File: src/rtl/wide_add_pkg.sv
// Shared defaults, FSM state type and width helpers for the wide adder scheduler.
package wide_add_pkg;

    localparam int unsigned DEF_DATA_W = 32;
    localparam int unsigned DEF_WORDS  = 4;
    localparam int unsigned DEF_N_REQ  = 2;
    localparam int unsigned DEF_OP_W   = DEF_DATA_W * DEF_WORDS;
    localparam int unsigned DEF_ID_W   = $clog2(DEF_N_REQ);

    typedef enum logic [1:0] {
        IDLE = 2'd0,
        RUN  = 2'd1,
        DONE = 2'd2
    } state_t;

    // Word counter width; stays at least one bit for single-word operands.
    function automatic int unsigned cnt_width(input int unsigned words);
        return (words > 1) ? $clog2(words) : 1;
    endfunction

endpackage

File: src/rtl/adder_word_cin.sv
// One DATA_W-bit adder slice with carry-in and carry-out; purely combinational.
module adder_word_cin
    import wide_add_pkg::*;
#(
    parameter int unsigned DATA_W = DEF_DATA_W
) (
    input  logic [DATA_W-1:0] a,
    input  logic [DATA_W-1:0] b,
    input  logic              cin,
    output logic [DATA_W-1:0] sum_c,
    output logic              cout_c
);

    assign {cout_c, sum_c} = {1'b0, a} + {1'b0, b} + (DATA_W+1)'(cin);

endmodule

File: src/rtl/wide_add_sched.sv
// Round-robin arbiter and word sequencer sharing one adder slice for wide adds.
// Optional subtract support is enabled by defining WIDE_ADD_SUB_EN.
module wide_add_sched
    import wide_add_pkg::*;
#(
    parameter int unsigned DATA_W = DEF_DATA_W,
    parameter int unsigned WORDS  = DEF_WORDS,
    parameter int unsigned N_REQ  = DEF_N_REQ
) (
    input  logic                            clk,
    input  logic                            rst,
    input  logic [N_REQ-1:0]                req_valid,
    output logic [N_REQ-1:0]                req_ready,
    input  logic [N_REQ*DATA_W*WORDS-1:0]   req_a,
    input  logic [N_REQ*DATA_W*WORDS-1:0]   req_b,
`ifdef WIDE_ADD_SUB_EN
    input  logic [N_REQ-1:0]                req_sub,
`endif
    output logic                            rsp_valid,
    input  logic                            rsp_ready,
    output logic [$clog2(N_REQ)-1:0]        rsp_id,
    output logic [DATA_W*WORDS-1:0]         rsp_sum,
    output logic                            rsp_cout,
    output logic                            busy
);

    localparam int unsigned OP_W  = DATA_W * WORDS;
    localparam int unsigned ID_W  = $clog2(N_REQ);
    localparam int unsigned CNT_W = cnt_width(WORDS);

    state_t             state;
    state_t             state_nxt;

    logic [OP_W-1:0]    a_q;
    logic [OP_W-1:0]    b_q;
    logic [OP_W-1:0]    sum_q;
    logic [ID_W-1:0]    id_q;
    logic [ID_W-1:0]    ptr_q;
    logic [CNT_W-1:0]   cnt_q;
    logic               carry_q;
    logic               cout_q;
    logic               sub_q;
    logic               valid_q;
    logic               busy_q;

    logic [ID_W-1:0]    gnt_id;
    logic [ID_W-1:0]    scan;
    logic               gnt_found;
    logic               accept;
    logic               last_word;

    logic [OP_W-1:0]    sel_a;
    logic [OP_W-1:0]    sel_b;
    logic               sel_sub;

    logic [DATA_W-1:0]  word_b;
    logic [DATA_W-1:0]  word_sum;
    logic               word_cout;

    // Round-robin: first valid requester strictly after the last grant, cyclic.
    always_comb begin
        gnt_found = 1'b0;
        gnt_id    = '0;
        scan      = ptr_q;
        for (int unsigned i = 0; i < N_REQ; i++) begin
            scan = (scan == ID_W'(N_REQ - 1)) ? '0 : scan + ID_W'(1);
            if (!gnt_found && req_valid[scan]) begin
                gnt_found = 1'b1;
                gnt_id    = scan;
            end
        end
    end

    always_comb begin
        req_ready = '0;
        if (state == IDLE && gnt_found) begin
            req_ready[gnt_id] = 1'b1;
        end
    end

    // Operand mux for the granted requester.
    always_comb begin
        sel_a   = '0;
        sel_b   = '0;
        sel_sub = 1'b0;
        for (int unsigned i = 0; i < N_REQ; i++) begin
            if (gnt_id == ID_W'(i)) begin
                sel_a = req_a[i*OP_W +: OP_W];
                sel_b = req_b[i*OP_W +: OP_W];
`ifdef WIDE_ADD_SUB_EN
                sel_sub = req_sub[i];
`endif
            end
        end
    end

    always_ff @(posedge clk) begin
        if (rst) begin
            state <= IDLE;
        end else begin
            state <= state_nxt;
        end
    end

    always_comb begin
        state_nxt = state;
        accept    = 1'b0;
        last_word = (cnt_q == CNT_W'(WORDS - 1));
        case (state)
            IDLE: begin
                if (gnt_found) begin
                    accept    = 1'b1;
                    state_nxt = RUN;
                end
            end
            RUN: begin
                if (last_word) begin
                    state_nxt = DONE;
                end
            end
            DONE: begin
                if (rsp_ready) begin
                    state_nxt = IDLE;
                end
            end
            default: state_nxt = IDLE;
        endcase
    end

    // Subtract is A + ~B + 1: invert each B word, initial carry seeded with 1.
    assign word_b = b_q[DATA_W-1:0] ^ {DATA_W{sub_q}};

    adder_word_cin #(
        .DATA_W (DATA_W)
    ) u_adder (
        .a      (a_q[DATA_W-1:0]),
        .b      (word_b),
        .cin    (carry_q),
        .sum_c  (word_sum),
        .cout_c (word_cout)
    );

    // Operands shift down one word per RUN cycle; sum words shift in from the top.
    always_ff @(posedge clk) begin
        if (rst) begin
            a_q     <= '0;
            b_q     <= '0;
            sum_q   <= '0;
            id_q    <= '0;
            ptr_q   <= ID_W'(N_REQ - 1);
            cnt_q   <= '0;
            carry_q <= 1'b0;
            cout_q  <= 1'b0;
            sub_q   <= 1'b0;
            valid_q <= 1'b0;
            busy_q  <= 1'b0;
        end else begin
            valid_q <= (state_nxt == DONE);
            busy_q  <= (state_nxt != IDLE);
            if (accept) begin
                a_q     <= sel_a;
                b_q     <= sel_b;
                id_q    <= gnt_id;
                ptr_q   <= gnt_id;
                cnt_q   <= '0;
                carry_q <= sel_sub;
                sub_q   <= sel_sub;
            end else if (state == RUN) begin
                a_q     <= a_q >> DATA_W;
                b_q     <= b_q >> DATA_W;
                sum_q   <= OP_W'({word_sum, sum_q} >> DATA_W);
                carry_q <= word_cout;
                cnt_q   <= cnt_q + CNT_W'(1);
                if (last_word) begin
                    cout_q <= word_cout;
                end
            end
        end
    end

    assign rsp_valid = valid_q;
    assign rsp_sum   = sum_q;
    assign rsp_cout  = cout_q;
    assign rsp_id    = id_q;
    assign busy      = busy_q;

endmodule

File: config.mk
export PLATFORM = sky130hd
export DESIGN_NAME = wide_add_sched
export DESIGN_NICKNAME = d
export VERILOG_FILES = /design/src/rtl/wide_add_pkg.sv /design/src/rtl/adder_word_cin.sv /design/src/rtl/wide_add_sched.sv
export SDC_FILE = /design/constraint.sdc
export NUM_CORES = 1
export LEC_CHECK = 0
export BUFFER_PORTS_ARGS = -buffer_cell sky130_fd_sc_hd__buf_2
export CAP_MARGIN = 25
export CORE_AREA = 2 2 256 258
export DETAILED_ROUTE_END_ITERATION = 6
export DIE_AREA = 0 0 258 260
export SETUP_SLACK_MARGIN = 0.5
export SLEW_MARGIN = 20
export SYNTH_ARGS = -nofsm -noshare
export SYNTH_HDL_FRONTEND = slang
export SYNTH_HIERARCHICAL = 1
export SYNTH_SLANG_ARGS = --single-unit
File: constraint.sdc
create_clock -name clk -period 3.8 [get_ports clk]
set_input_delay 0.57 -clock clk [delete_from_list [all_inputs] [get_ports clk]]
set_output_delay 0.57 -clock clk [all_outputs]
set_load 0.1 [all_outputs]
* Word-level counts from Yosys, hierarchy flattened *
Index checks and enable logic that the tools add are counted.

word-level totals
  word-level logic and storage cells = 60
  input port bits = 517
  register bits after elaboration = 394
  output and inout port bits = 134

cells by class
  order comparisons = 4
  bitwise logic cells = 1
  multiplexer cells = 25
  $add $sub $neg = 5
  eq/ne operators = 4
  reductions and logical operators = 10

operator list
  operator                                                    count
  2-to-1 mux 128 bit                                          6
  adder 32 x 32 -> 33 bit                                     1
  adder 33 x 1 -> 33 bit                                      1
  2-to-1 mux 1 bit                                            13
  2-to-1 mux 2 bit                                            4
  equality test 2 bit, second input constant                  3
  less-than comparator 1 x 2 -> 1 bit, second input constant  3
  one-hot mux 2 bit (3 select lines)                          1
  nonzero test 2 bit                                          2
  logical AND 1 bit                                           3
  AND reduction 3 bit                                         1
  adder 1 bit, second input constant                          2
  adder 2 x 1 -> 2 bit, second input constant                 1
  equality test 2 x 1 -> 1 bit, second input constant         1
  zero test 2 bit                                             1
  AND reduction 2 bit                                         1
  OR reduction 2 bit                                          1
  demux 1 bit (select 1 bit)                                  1
  greater-or-equal comparator 1 bit, second input constant    1
  zero test 1 bit                                             1
  inverter 1 bit                                              1

* Depth between registers and ports, before layout *
Gate-level depths: netlist of the first run.

  depth in word-level cells = 13
  mapped depth = 11
  mapped depth without buffers = 11

* Hierarchy *
The synthesis of the first run kept the hierarchy.

modules (own cells, without submodules)
  module          area an instance (µm²)  seq. area each (µm²)  cells an instance  instances
  wide_add_sched  19391.1                 7887.6                2439               1
  adder_word_cin  1739.2                  0.0                   245                1

* Worst setup path before layout of the first run *
No wires, ideal clock.

  path kind = reg2reg
  from = register a_q[0]
  to = register carry_q
  path buffers = 0
  setup time = 132 ps
  required time = 3668 ps
  period minus slack after synthesis = 2940 ps
  stages on the path, launching flop included = 12
  data arrival time = 2809 ps
  setup slack = 860 ps
  cells stage by stage = dfxtp_1 > fa_1 > fa_1 > a21o_1 > a221oi_2 > o31ai_2 > a21o_1 > a21oi_2 > a21oi_1 > a221o_1 > mux2i_1 > nor3_1

between the ends
  word-level cells in the longest chain between the ends = 2

RTL lines
  item                      RTL line               RTL
  start: declaration        wide_add_sched.sv:34   logic [OP_W-1:0] a_q;
  start signal: assignment  wide_add_sched.sv:161  a_q <= sel_a;
  start signal: assignment  wide_add_sched.sv:169  a_q <= a_q >> DATA_W;
  adder 32 x 32 -> 33 bit   adder_word_cin.sv:14   assign {cout_c, sum_c} = {1'b0, a} + {1'b0, b} + (DATA_W+1)'(cin);
  adder 33 x 1 -> 33 bit    adder_word_cin.sv:14
  named net word_cout       wide_add_sched.sv:58   logic word_cout;
  end signal: assignment    wide_add_sched.sv:166  carry_q <= sel_sub;
  end signal: assignment    wide_add_sched.sv:172  carry_q <= word_cout;
  end: declaration          wide_add_sched.sv:40   logic carry_q;

The timed path passes the listed nets, and every way through them passes these cells.
A chain may end at the register's enable or synchronous reset.

* Worst setup path in the final report of the first run *
Ends and elaborated chain as after synthesis.

==> results.py, run 1 <==
metrics = {
    "final_layout": {
        "layout.cells.non_filler": 3996,
        "nFillCells": 6663,
        "final_common_cell": "buf_2",
        "drive_above_1_share_pct": 25.6,
        "fin_area_sq_mm": 0.0263,
        "final_cell_mix": "buf_2 (648), a21oi_1 (418), dfxtp_1 (392)",
        "final_util_pct": 41.1,
        "syn_to_final_growth_pct": 24.7,
        "final_nets": 3630,
    },
    "sta": {
        "clock-skew-final_ns": 0.0253,
        "finalHoldViolations": 0,
        "clock.fmax_ghz": 0.319,
        "min_period_over_period_pct": 82.4,
        "worstMarginPinSlew_ns": 1.02,
        "final-max-slew-violation-count": 0,
        "tns_ns": 0,
        "relSlewSlack_pct": 31.9,
        "rsz0062_at_grt": "no",
        "period_needed_ns": 3.13,
        "hold_ws_ns": 0.247,
        "worst_slack_ns": 0.669,
        "setup_viol": 0,
    },
    "detailed_routing": {
        "wl_per_cell_um": 24.8,
        "viasPerCell": 6.02,
        "drt_iter0_drc": 2754,
        "ant_nets": 0,
        "vias": 24100,
        "wl_um": 99300,
        "drt-pass1-iter-count": 7,
        "drc_errors": 0,
    },
    "cts": {
        "clock-sinks": 394,
        "clock-root-buffer": "clkbuf_16",
        "cts_tree": "built",
        "cts-resized-gates": 0,
        "clk_path_buf_depth": 3,
        "h-tree-depth": 2,
        "cts_hold_buf": 0,
        "cts.clk_slew.worst_paths_ns": 0.06,
        "cts_setup_buffers": 0,
        "cts_inserted_buffers": 47,
        "clk_latency_ns": 0.59,
    },
    "synthesis": {
        "synth_top_cell_area_share_pct": 37.3,
        "avgSynthCellArea_sq_um": 7.87,
        "ys_warn_count": 6,
        "synth_flop_cell": "dfxtp_1",
        "netlist_area_sq_mm": 0.0211,
        "synth_edf_count": 0,
        "synth_area_leaders": "dfxtp_1 (37%), a311oi_1 (11%), a21oi_1 (9.9%)",
        "ys_ff_latch": 394,
        "ys_seq_area_share_pct": 37.3,
        "synthCells": 2684,
        "synth_nets": 3235,
        "yosys.area.top_type": "dfxtp_1",
        "netlist-cell-type-count": 56,
        "synthArstFlopShare_pct": 0,
    },
    "floorplan": {
        "die_w_um": 258,
        "num_rows": 93,
        "die_y_um": 260,
        "die_area_sq_mm": 0.0671,
        "core_area_sq_mm": 0.0641,
        "num_io_pins": 651,
        "start_util_pct": 33.0,
    },
    "critical_path": {
        "crit_type": "register to register",
        "crit_buf_inv": 0,
        "cp_top_family": "compound AO/OA/AOI/OAI gates",
        "crit_required_ns": 4.26,
        "startpoint_type": "register",
        "worstPathCellList": "fa_2 > fa_1 > a21o_1 > a221oi_4 > o31ai_2 > a21o_1 > a21oi_2 > a21oi_1 > a221o_1 > mux2i_1 > nor3_1",
        "crit_path_frequent_cell": "a21o_1",
        "worst-path-max-fanout": 3,
        "critPathArrivalTime_ns": 3.60,
        "end_kind": "register",
        "slowest_stage": "fa_2",
        "crit_path_max_incr_delay_ns": 0.42,
    },
    "power": {
        "p_leak_nw": 10.4,
        "p_clk_share_pct": 39.4,
        "swShare_pct": 32.5,
        "power_frac_comb_pct": 21.5,
        "cellPowerDensity_mw_per_mm2": 461,
        "irDropWorstVdd_uv": 294,
        "p_switching_mw": 3.95,
        "power.share.sequential_pct": 39.1,
        "p_int_mw": 8.19,
        "total_power_mw": 12.1,
    },
    "placed_design": {
        "dp_cells": 3885,
        "io_buffers": 650,
        "place_area_sq_mm": 0.0246,
        "gp_congestion": 0.918,
        "post-place-ws_ns": 0.620,
        "dp_hpwl_um": 69600,
    },
    "grt": {
        "grt_overflow_total": 0,
        "antenna_found_initial": 39,
        "grt_pass1_wl_um": 145000,
        "grt_usage_pct": 28.0,
        "grt_max_degree": 153,
        "grt_pass1_vias": 22300,
    },
    "status": {
        "outcome": "completed",
    },
    "min_path": {
        "worstHoldPathType": "input pin to register",
    },
    "run": {
        "drv_cap": 0,
    },
}
-- per-layer routing --
| metal | vias to the layer above | routed length [um] | track usage (%) |
|---|---|---|---|
| met2 | 1107 | 45700 | 44.9 |
| met1 | 11600 | 41900 | 37.0 |
| met3 | 200 | 7920 | 6.12 |
| met4 | 26 | 3530 | 10.1 |
| li1 | 11100 | - | - |
| met5 | - | 165 | 0 |
-- cells by family after synthesis --
group                      synth area share, %
and+or+nand+nor                           21.7
DFF                                       37.3
xor gates and xnor gates                  1.16
muxes                                    0.142
adders and majority gates                 2.08
AOI/OAI and AO/OA                         30.2
buffers and inverters                     7.40
-- worst paths after layout --
| check | end | slack [ns] | depth (start not counted) | from |
|---|---|---|---|---|
| setup / recovery | carry_q | 0.67 | 11 | a_q[0] |
| hold / removal | a_q[32] | 0.25 | 3 | req_a[32] |
| setup reg to reg | carry_q | 0.67 | 11 | a_q[0] |
| hold reg to reg | rsp_sum[8] | 0.45 | 2 | rsp_sum[8] |
-- worst reg2reg max path, delay by kind of cell, from the launching register on --
family | cells | cell delay [ns]
compound gates | 7 | 1.62
fa+ha+maj | 2 | 0.83
flops | 1 | 0.33
mux | 1 | 0.16
simple gates | 1 | 0.07
-- synthesized netlist by cell type (3+ instances only) --
cell type and count:
o31ai_1 3, mux2i_1 3, o21bai_1 4, o21ai_0 19
buf_1 14, a21oi_1 418, a21o_1 23, ha_1 32
nand3_1 328, xor2_1 13, nand2b_1 70, a31oi_1 8
and3_1 4, or3_1 5, nand2_1 279, nand4_1 196
clkbuf_1 201, a211oi_1 195, xnor2_1 15, a311oi_1 256
buf_4 6, buf_2 133, inv_1 7, nor2_1 15
nor3_1 4, dfxtp_1 394
-- area by class of cell --
cell class / count / area [sq um] / share of cell area, %
repair buffers: 702 / 3910 / 14.9
flip-flops and latches: 394 / 7900 / 30.0
multi-input cells: 1926 / 11700 / 44.5
well taps: 855 / 1070 / 4.06
inverters: 8 / 45.0 / 0.171
diodes: 26 / 65.1 / 0.247
clock buffers: 66 / 1350 / 5.12
clock inverters: 19 / 269 / 1.02
-- state kept, by name, summed over array words and instances, names as in the netlist --
name and cells:
carry_q 1, rsp_id 1, rsp_sum 128, ptr_q 1, rsp_valid 1, rsp_cout 1, state 2, a_q 128
busy 1, b_q 128, cnt_q 2
-- power groups by stage --
stage          sequential [mW]  clock, mW  combinational (mW)
6_report                  4.75       4.78                2.61
5_1_grt                   4.78       5.04                2.80
4_1_cts                   4.75       4.88                2.59
3_5_place_dp              4.84          0                2.58
3_3_place_gp              4.83          0                2.58
2_1_floorplan             5.01          0                1.43
No activity file was read; power rests on OpenSTA's default activity.
==> run 2: changes to the inputs <==
--- a/config.mk
+++ b/config.mk
@@ -5,11 +5,12 @@
 export SDC_FILE = /design/constraint.sdc
 export NUM_CORES = 1
 export LEC_CHECK = 0
+export ABC_AREA = 1
 export BUFFER_PORTS_ARGS = -buffer_cell sky130_fd_sc_hd__buf_2
 export CAP_MARGIN = 25
-export CORE_AREA = 2 2 256 258
+export CORE_AREA = 2 2 250 252
 export DETAILED_ROUTE_END_ITERATION = 6
-export DIE_AREA = 0 0 258 260
+export DIE_AREA = 0 0 252 254
 export SETUP_SLACK_MARGIN = 0.5
 export SLEW_MARGIN = 20
 export SYNTH_ARGS = -nofsm -noshare
==> constraint.sdc (replaced) <==
create_clock -name clk -period 2.5 [get_ports clk]
set_input_delay 0.375 -clock clk [delete_from_list [all_inputs] [get_ports clk]]
set_output_delay 0.375 -clock clk [all_outputs]
set_load 0.1 [all_outputs]
==> run 2 against run 1 <==
Combinational power grew to 2.6 times the previous value. Sequential cell count unchanged. Largest cell class unchanged. Register-to-register slack lost 0.30 ns. First-iteration DRC count decreased by 21%. Via count is 8.6% higher. Largest power group is now sequential cells. Synthesized cell count rose by 39%.
==> results.py, run 2 <==
metrics = {
    "synthesis": {
        "ys_warn_count": 6,
        "synth_top_family_by_area": "simple AND/OR/NAND/NOR gates",
        "netlist_top_cells_count": "nand2_1 (729), nor2_1 (574), inv_1 (515)",
        "synthXorXnorAreaFrac_pct": 0.610,
        "netlist_area_sq_mm": 0.0230,
        "synth_area_leaders": "dfxtp_1 (34%), nand2_1 (12%), nor2_1 (9.4%)",
        "synth-compound-area-share_pct": 11.1,
        "avgSynthCellArea_sq_um": 6.14,
        "yosys.area.top_type": "dfxtp_1",
        "ys_seq_area_share_pct": 34.3,
        "synthMuxAreaShare_pct": 0,
        "synth_top_cell_area_share_pct": 34.3,
        "synth_flop_cell": "dfxtp_1",
        "synthCells": 3742,
        "synth_edf_count": 0,
        "synthSimpleGateAreaFrac_pct": 37.7,
        "synth_nets": 4293,
        "ys_ff_latch": 394,
        "synthAdderAreaFrac_pct": 1.92,
        "synthArstFlopShare_pct": 0,
        "netlist-cell-type-count": 32,
        "yosysMostFrequentCell": "nand2_1",
    },
    "placed_design": {
        "io_buffers": 650,
        "dp_hpwl_um": 71900,
        "gp_congestion": 0.939,
        "dp_cells": 4944,
    },
    "critical_path": {
        "startpoint": "a_q[0]",
        "end_kind": "register",
        "worst-path-max-fanout": 3,
        "crit_type": "register to register",
        "startpoint_type": "register",
        "crit_path_frequent_cell": "nand2_2",
        "rr_worst_depth": 13,
        "worstSetupPathDepth": 13,
        "critPathArrivalTime_ns": 2.59,
        "crit_path_max_incr_delay_ns": 0.42,
        "cp_top_family": "adder cells",
        "crit_buf_inv": 1,
        "worstPathCellList": "fa_2 > fa_2 > buf_6 > nand2_2 > nand3_2 > nand2_2 > nand2_4 > nand2_2 > nand2_1 > nand2_1 > nand2_2 > o21ai_2 > nor2_1",
        "crit_required_ns": 2.96,
        "worstReg2RegStart": "a_q[0]",
        "slowest_stage": "fa_2",
    },
    "grt": {
        "antenna_found_initial": 53,
        "grt.busiest_layer": "met2",
        "grt_use_met2_pct": 47.2,
        "grt_max_degree": 140,
        "use_met1_pct": 38.2,
        "grt_use_met3_pct": 5.58,
        "grt_overflow_total": 0,
        "grt_usage_pct": 29.4,
        "grt_pass1_wl_um": 144000,
        "grt_pass1_vias": 23900,
    },
    "power": {
        "p_int_mw": 13.2,
        "power.share.sequential_pct": 34.6,
        "p_clk_share_pct": 33.6,
        "swShare_pct": 38.4,
        "p_leak_nw": 15.5,
        "power_frac_comb_pct": 31.9,
        "p_switching_mw": 8.23,
        "cellPowerDensity_mw_per_mm2": 739,
        "irDropWorstVdd_uv": 500,
        "total_power_mw": 21.4,
    },
    "final_layout": {
        "drive_above_1_share_pct": 21.3,
        "syn_to_final_growth_pct": 26.1,
        "final_nets": 4775,
        "final_common_cell": "nand2_1",
        "final_util_pct": 47.3,
        "layout.cells.non_filler": 5087,
        "final_cell_mix": "nand2_1 (697), buf_2 (646), nor2_1 (571)",
    },
    "floorplan": {
        "die_w_um": 252,
        "die_y_um": 254,
        "num_io_pins": 651,
        "die_area_sq_mm": 0.0640,
        "start_util_pct": 37.5,
        "core_area_sq_mm": 0.0613,
        "num_rows": 91,
    },
    "sta": {
        "period_needed_ns": 2.13,
        "relSlewSlack_pct": 40.5,
        "clock.fmax_ghz": 0.470,
        "min_period_over_period_pct": 85.1,
        "setup_viol": 0,
        "hold_ws_ns": 0.121,
        "rsz0062_at_grt": "yes",
        "finalHoldViolations": 0,
        "final-max-slew-violation-count": 0,
        "tns_ns": 0,
        "worstMarginPinSlew_ns": 0.893,
        "clock-skew-final_ns": 0.0201,
    },
    "detailed_routing": {
        "viasPerCell": 5.14,
        "drt-pass1-iter-count": 6,
        "ant_nets": 0,
        "drt_iter0_drc": 2183,
        "wl_um": 98700,
        "drc_errors": 0,
        "wl_per_cell_um": 19.4,
        "vias": 26100,
    },
    "cts": {
        "h-tree-depth": 2,
        "clk_latency_ns": 0.58,
        "cts_hold_buf": 0,
        "cts_inserted_buffers": 48,
        "clk_path_buf_depth": 3,
        "clock-root-buffer": "clkbuf_16",
        "clock-sinks": 394,
        "cts.clk_slew.worst_paths_ns": 0.06,
        "cts_tree": "built",
    },
    "min_path": {
        "hold_depth": 5,
        "worstHoldPathType": "input pin to register",
        "holdCritStartpoint": "req_a[111]",
    },
    "run": {
        "drv_cap": 0,
    },
    "status": {
        "outcome": "completed",
    },
}
[run 2: final timing paths]
path	endpoint	slack, ns
max	rsp_sum[126]	0.37
min	a_q[111]	0.12
max reg2reg	rsp_sum[126]	0.37
min reg2reg	rsp_id	0.47
[run 2: metal layers]
layer	part of all wire [%]	routed length, um	vias to the layer above
met5	0.14	143	-
met4	4.6	4540	20
met3	8.1	8000	206
met2	45	44500	1045
met1	42	41500	11800
li1	-	-	13000
[run 2: final cells by class]
cell class | instances | area (sq um)
Clock inverter | 17 | 221
Clock buffer | 66 | 1370
Inverter | 519 | 1970
Antenna cell | 40 | 100
Sequential cell | 394 | 7900
Fill cell | 6685 | 32300
Timing Repair Buffer | 726 | 4220
Tap cell | 790 | 988
Multi-Input combinational cell | 2535 | 12200
[run 2: tightest hold or removal path: cells and delay by family]
kind                   cells  cell delay, ns
and+or+nand+nor            3            0.14
buffers and inverters      1            0.09
AOI/OAI and AO/OA          1            0.05
[run 2: through the flow]
step | cell area [sq um] | setup WS, ns
floorplan | 23000 | 0.470
global placement | 26700 | 0.187
detailed placement | 26700 | 0.178
CTS | 28500 | 0.332
global route | 28900 | 0.270
finish | 29000 | 0.373
[run 2: cells by family (layout without fill, tap and decap cells)]
| logic type | Yosys count | count (layout) |
|---|---|---|
| AOI/OAI and AO/OA | 507 | 507 |
| xor gates and xnor gates | 16 | 16 |
| adders and majority gates | 34 | 34 |
| buffers and inverters | 814 | 1328 |
| DFF | 394 | 394 |
| other | 0 | 40 |
| and+or+nand+nor | 1977 | 1978 |
[run 2: power groups by stage]
| stage | logic [mW] | clock network [mW] | registers, mW |
|---|---|---|---|
| floorplan | 3.20 | 0 | 8.88 |
| global placement | 6.61 | 0 | 7.52 |
| detailed placement | 6.60 | 0 | 7.54 |
| CTS | 6.68 | 7.31 | 7.40 |
| global route | 7.44 | 7.54 | 7.49 |
| finish | 6.82 | 7.19 | 7.41 |
[run 2: repair_timing]
| item | in CTS | in global routing |
|---|---|---|
| gates cloned | 0 | 3 |
| endpoints found under the setup margin | 21 | 75 |
| setup buffers | 13 | 4 |
| resized for setup | 39 | 69 |
| pin swaps | 21 | 21 |
| endpoints found under the hold margin | 0 | 0 |
